**src/rtl/proc_control.sv**
```systemverilog
// ---------------------------------------------------------------------------
// proc_control
//
// Instruction-sequencing control unit for a small general-purpose processor.
// An instruction word is captured from DIN while the unit is idle (T0) and a
// request is present on Run. The unit then walks through time steps T1..T3.
// In each step it raises the register, ALU and bus strobes that the selected
// opcode needs.
//
// Instruction format: {op[8:6], Rx[5:3], Ry[2:0]}
//   000 mv  Rx,Ry   T1: Rout=Ry, Rin=Rx, Done
//   001 mvi Rx,#D   T1: DINout, Rin=Rx, Done (D is DIN during T1)
//   010 add Rx,Ry   T1: Rout=Rx, Ain | T2: Rout=Ry, Gin | T3: Gout, Rin=Rx, Done
//   011 sub Rx,Ry   as add, with AddSub=1 in T2
//   1xx reserved    T1: Done only (no-op)
//
// Register selects are one-hot with R0 on bit 7 and R7 on bit 0. This
// matches the processor's 3-to-8 register decoders.
//
// Ports
//   Clock   in  1  rising-edge clock
//   Reset   in  1  synchronous, active-high; also blanks every output
//   Run     in  1  start request, sampled only in T0
//   DIN     in  9  instruction word / immediate data
//   IR      out 9  registered instruction being executed
//   IRin    out 1  instruction-register load strobe
//   Rin     out 8  one-hot register write enable
//   Rout    out 8  one-hot register bus-drive select
//   Ain     out 1  load ALU operand register A
//   Gin     out 1  load ALU result register G
//   Gout    out 1  G drives the bus
//   DINout  out 1  DIN drives the bus
//   AddSub  out 1  ALU operation, 0 = add, 1 = subtract
//   Done    out 1  final step of the instruction
// ---------------------------------------------------------------------------
module proc_control (
    input  logic       Clock,
    input  logic       Reset,
    input  logic       Run,
    input  logic [8:0] DIN,
    output logic [8:0] IR,
    output logic       IRin,
    output logic [7:0] Rin,
    output logic [7:0] Rout,
    output logic       Ain,
    output logic       Gin,
    output logic       Gout,
    output logic       DINout,
    output logic       AddSub,
    output logic       Done
);

    typedef enum logic [1:0] {
        T0 = 2'd0,
        T1 = 2'd1,
        T2 = 2'd2,
        T3 = 2'd3
    } step_t;

    typedef enum logic [2:0] {
        OP_MV  = 3'b000,
        OP_MVI = 3'b001,
        OP_ADD = 3'b010,
        OP_SUB = 3'b011
    } opcode_t;

    step_t      r_step;
    step_t      w_step_next;
    logic [8:0] r_ir;

    logic [2:0] w_op;
    logic [7:0] w_rx_oh;
    logic [7:0] w_ry_oh;

    // Decoded control before the reset blanking is applied.
    logic       w_irin;
    logic [7:0] w_rin;
    logic [7:0] w_rout;
    logic       w_ain;
    logic       w_gin;
    logic       w_gout;
    logic       w_dinout;
    logic       w_addsub;
    logic       w_done;

    // Register n maps to bit (7-n).
    function automatic logic [7:0] reg_onehot(input logic [2:0] idx);
        return 8'b1000_0000 >> idx;
    endfunction

    assign w_op    = r_ir[8:6];
    assign w_rx_oh = reg_onehot(r_ir[5:3]);
    assign w_ry_oh = reg_onehot(r_ir[2:0]);

    always_ff @(posedge Clock) begin
        if (Reset) begin
            r_step <= T0;
            r_ir   <= '0;
        end else begin
            r_step <= w_step_next;
            if (w_irin) begin
                r_ir <= DIN;
            end
        end
    end

    always_comb begin
        w_irin   = 1'b0;
        w_rin    = '0;
        w_rout   = '0;
        w_ain    = 1'b0;
        w_gin    = 1'b0;
        w_gout   = 1'b0;
        w_dinout = 1'b0;
        w_addsub = 1'b0;
        w_done   = 1'b0;

        unique case (r_step)
            T0: begin
                w_irin = Run;
            end
            T1: begin
                case (w_op)
                    OP_MV: begin
                        w_rout = w_ry_oh;
                        w_rin  = w_rx_oh;
                        w_done = 1'b1;
                    end
                    OP_MVI: begin
                        w_dinout = 1'b1;
                        w_rin    = w_rx_oh;
                        w_done   = 1'b1;
                    end
                    OP_ADD, OP_SUB: begin
                        w_rout = w_rx_oh;
                        w_ain  = 1'b1;
                    end
                    default: begin
                        w_done = 1'b1;
                    end
                endcase
            end
            T2: begin
                if (w_op == OP_ADD || w_op == OP_SUB) begin
                    w_rout   = w_ry_oh;
                    w_gin    = 1'b1;
                    w_addsub = (w_op == OP_SUB);
                end else begin
                    // Only add/sub reach T2. Anything else returns home
                    // without raising any strobes.
                    w_done = 1'b1;
                end
            end
            T3: begin
                w_gout = 1'b1;
                w_rin  = w_rx_oh;
                w_done = 1'b1;
            end
            default: begin
                w_done = 1'b1;
            end
        endcase

        // T0 holds until a Run arrives. A Done step returns to T0.
        // Any other step advances by one.
        if (r_step == T0) begin
            w_step_next = Run ? T1 : T0;
        end else if (w_done) begin
            w_step_next = T0;
        end else begin
            w_step_next = step_t'(r_step + 2'd1);
        end

        // Reset blanks every strobe in the same cycle. This aborts an
        // instruction before it can write a register and suppresses a fetch.
        if (Reset) begin
            w_irin   = 1'b0;
            w_rin    = '0;
            w_rout   = '0;
            w_ain    = 1'b0;
            w_gin    = 1'b0;
            w_gout   = 1'b0;
            w_dinout = 1'b0;
            w_addsub = 1'b0;
            w_done   = 1'b0;
        end
    end

    assign IR     = r_ir;
    assign IRin   = w_irin;
    assign Rin    = w_rin;
    assign Rout   = w_rout;
    assign Ain    = w_ain;
    assign Gin    = w_gin;
    assign Gout   = w_gout;
    assign DINout = w_dinout;
    assign AddSub = w_addsub;
    assign Done   = w_done;

endmodule
```
**config.mk**
```make
export PLATFORM = sky130hd
export DESIGN_NAME = proc_control
export DESIGN_NICKNAME = d
export VERILOG_FILES = /design/src/rtl/proc_control.sv
export SDC_FILE = /design/constraint.sdc
export NUM_CORES = 1
export LEC_CHECK = 0
export ABC_AREA = 1
export BUFFER_PORTS_ARGS = -buffer_cell sky130_fd_sc_hd__buf_4
export CORE_ASPECT_RATIO = 1.5
export CORE_MARGIN = 1
export CORE_UTILIZATION = 40
export CTS_BUF_LIST = sky130_fd_sc_hd__clkbuf_2 sky130_fd_sc_hd__clkbuf_4 sky130_fd_sc_hd__clkbuf_8
export CTS_CLUSTER_DIAMETER = 50
export DETAILED_ROUTE_END_ITERATION = 7
export PLACE_DENSITY = 0.71
export REMOVE_ABC_BUFFERS = 1
export SETUP_SLACK_MARGIN = 0.3
export SLEW_MARGIN = 20
export SYNTH_ARGS = -nofsm -noshare
export SYNTH_HDL_FRONTEND = slang
export SYNTH_SLANG_ARGS = --single-unit
```
**constraint.sdc**
```tcl
create_clock -name Clock -period 1.8 [get_ports Clock]
set_input_delay 0.54 -clock Clock [delete_from_list [all_inputs] [get_ports Clock]]
set_output_delay 0.54 -clock Clock [all_outputs]
set_load 0.02 [all_outputs]
```
==> qor.csv <==
metric;value;unit
standard-cell rows;20;
top cells by count, synth;45 x nand2_1, 23 x nor2_1, 16 x a21oi_1;
Setup WS post-layout;-0.401;ns
I/O Pins;44;
Synth Register Bits;11;
Yosys top cell by area;dfxtp_1;
antenna violations before repair;0;
cell area after layout;0.00191;mm²
clk_skew;0.00763;ns
Filler Cell Count;81;
clock buffer depth;2;
RSZ-0062 raised after global routing;true;
global-route wire length before repair;4.79;mm
CTS root buffer;clkbuf_4;
DRC viols;0;
Post-Syn Instances;156;
routability cong.;0.723;
post-route non-filler standard cell count;258;
Slew HR;0.806;
total gr overflow;0;
Via Count;1610;
WL per Instance;19.8;µm
Core Region;0.00208;mm²
post-route ant nets;0;
Clk pin slew, worst setup/hold paths;0.08;ns
count leader, synth;nand2_1;
setup_tns;-6.98;ns
failing checks;setup timing;
peak supply drop;627;µV
max-cap violation count;0;
fmax;454;MHz
register area share after synthesis;0.244;
ys async rst share;0;
final core occ;0.920;
outcome;complete, but fails checks;
Crit Path Category;flop to output pin;
crit path DAT;1.66;ns
htree depth;1;
drt via density;6.24;
Area growth, synth to finish;112;%
Tot GR Track Use;0.285;
Power Total;1.22;mW
placed cells;231;
DP Wirelength;2.07;mm
Inserted Clock Buffers;3;
number of flops mapped to enable cells by yosys;0;
final hold viol count;0;
synthesized area;903;µm²
die area;0.00246;mm²
final wirelength;5.11;mm
PwrDens;636;mW/mm²
Final Max Slew Viols;0;
Total Nets Final;253;
CTS tree;built;
diode count;0;
Starting Density;0.435;
Synth top area share;0.244;
post-layout minimum cycle time;2.20;ns
drt first pass iters;5;
Horiz. Die Dim;40.8;µm
dpl cell area;0.00134;mm²
clock latency on the worst-skew pair;0.29;ns
port buffer count;43;
Critical Path Fanout Max;5;
standby leakage power;0.830;nW
Req. time, crit path;1.26;ns
Synth area leaders;dfxtp_1 24%, nand2_1 19%, nor2_1 9.6%;
initial DRC count;139;
HP Class;input pin to flop;
most common flop cell mapped by yosys;dfxtp_1;
Finish-stage setup viols;25;
Clock Sinks;11;
Setup crit end kind;output pin;
CTS Hold Buffers Added;0;
vias in the first global route;1168;
share of cells above drive strength 1;0.619;
DIE HEIGHT;60.2;µm
Syn. warnings;0;
final period utilization;1.22;
Avg Inst Size Synth;5.79;µm²
CP Launch Type;flop;
Slew @ Worst Pin;0.289;ns
Yosys cell types;21;
pin count of the biggest net entering global routing;18;
[layout by cell type, fill, tap and decap left out, types with 6 or more instances in the layout]
master | Yosys | final
inv_2 | 8 | 10
nor2_2 | 2 | 7
a21oi_1 | 16 | 8
a21oi_2 | 0 | 6
dfxtp_2 | 0 | 6
nor2_1 | 23 | 16
nand3_1 | 10 | 9
o21ai_0 | 9 | 9
buf_4 | 1 | 47
nand2_1 | 45 | 40
buf_6 | 0 | 31
[logic make-up (layout without fill, tap and decap cells)]
kind of cell	count (synthesis)	after routing	synth area share
adder cells (fa/ha/maj)	4	4	0.0554
buffers and inverters	21	100	0.0956
flip-flops	11	11	0.244
AO/OA/AOI/OAI	28	28	0.155
AND/OR/NAND/NOR	92	93	0.450
[final cells by class]
class | count | area, µm² | area share
Tap cell | 22 | 27.5 | 0.0144
Timing Repair Buffer | 79 | 722 | 0.378
Inverter | 17 | 76.3 | 0.0399
Multi-Input combinational cell | 125 | 813 | 0.425
Sequential cell | 11 | 243 | 0.127
Clock buffer | 4 | 30.0 | 0.0157
[metal layers]
layer / wire (µm) / track usage / vias to the layer above
met5: 0 / 0 / -
met4: 457 / 0.100 / 0
met3: 448 / 0.0409 / 50
met2: 2540 / 0.556 / 155
met1: 1660 / 0.271 / 737
li1: - / - / 668
[power breakdown]
| part | internal (mW) | switching, mW | leakage [nW] |
|---|---|---|---|
| clock network | 0.101 | 0.105 | 0.0184 |
| logic | 0.332 | 0.359 | 0.716 |
| registers | 0.271 | 0.0479 | 0.0955 |
| total | 0.705 | 0.512 | 0.830 |
[metrics by stage]
stage / hold slack (ns) / setup slack, ns
6_report: 0.529 / -0.401
4_1_cts: 0.471 / -0.286
2_1_floorplan: 0.535 / -0.262
5_1_grt: 0.559 / -0.580
3_5_place_dp: 0.508 / -0.0881
3_3_place_gp: 0.500 / -0.0635
[path summary, 6_finish.rpt]
check / startpoint / end / slack (ns) / cells past startpoint
min: DIN[6] / IR[6] / 0.53 / 3
max reg2reg: r_step[1] / r_step[1] / -0.22 / 13
max: IR[4] / Rout[4] / -0.40 / 7
min reg2reg: IR[1] / IR[1] / 0.57 / 2
[critical path, stage by stage (launching register included)]
cell,delay [ns]
dfxtp_2,0.39
nand2_1,0.16
nor2_1,0.17
nand2_1,0.09
o21ai_0,0.13
nand2_2,0.12
a21oi_4,0.18
buf_6,0.13
[sequential cells by signal (all words and copies together) (netlist names)]
register	count
r_step	2
IR	9
[timing repair]
action | in CTS | in global routing
cloned | 1 | 0
buffers inserted | 16 | 6
setup endpoints to repair | 25 | 29
pin swaps | 13 | 16
resized for setup | 32 | 68
(Power assumes the default switching activity.)
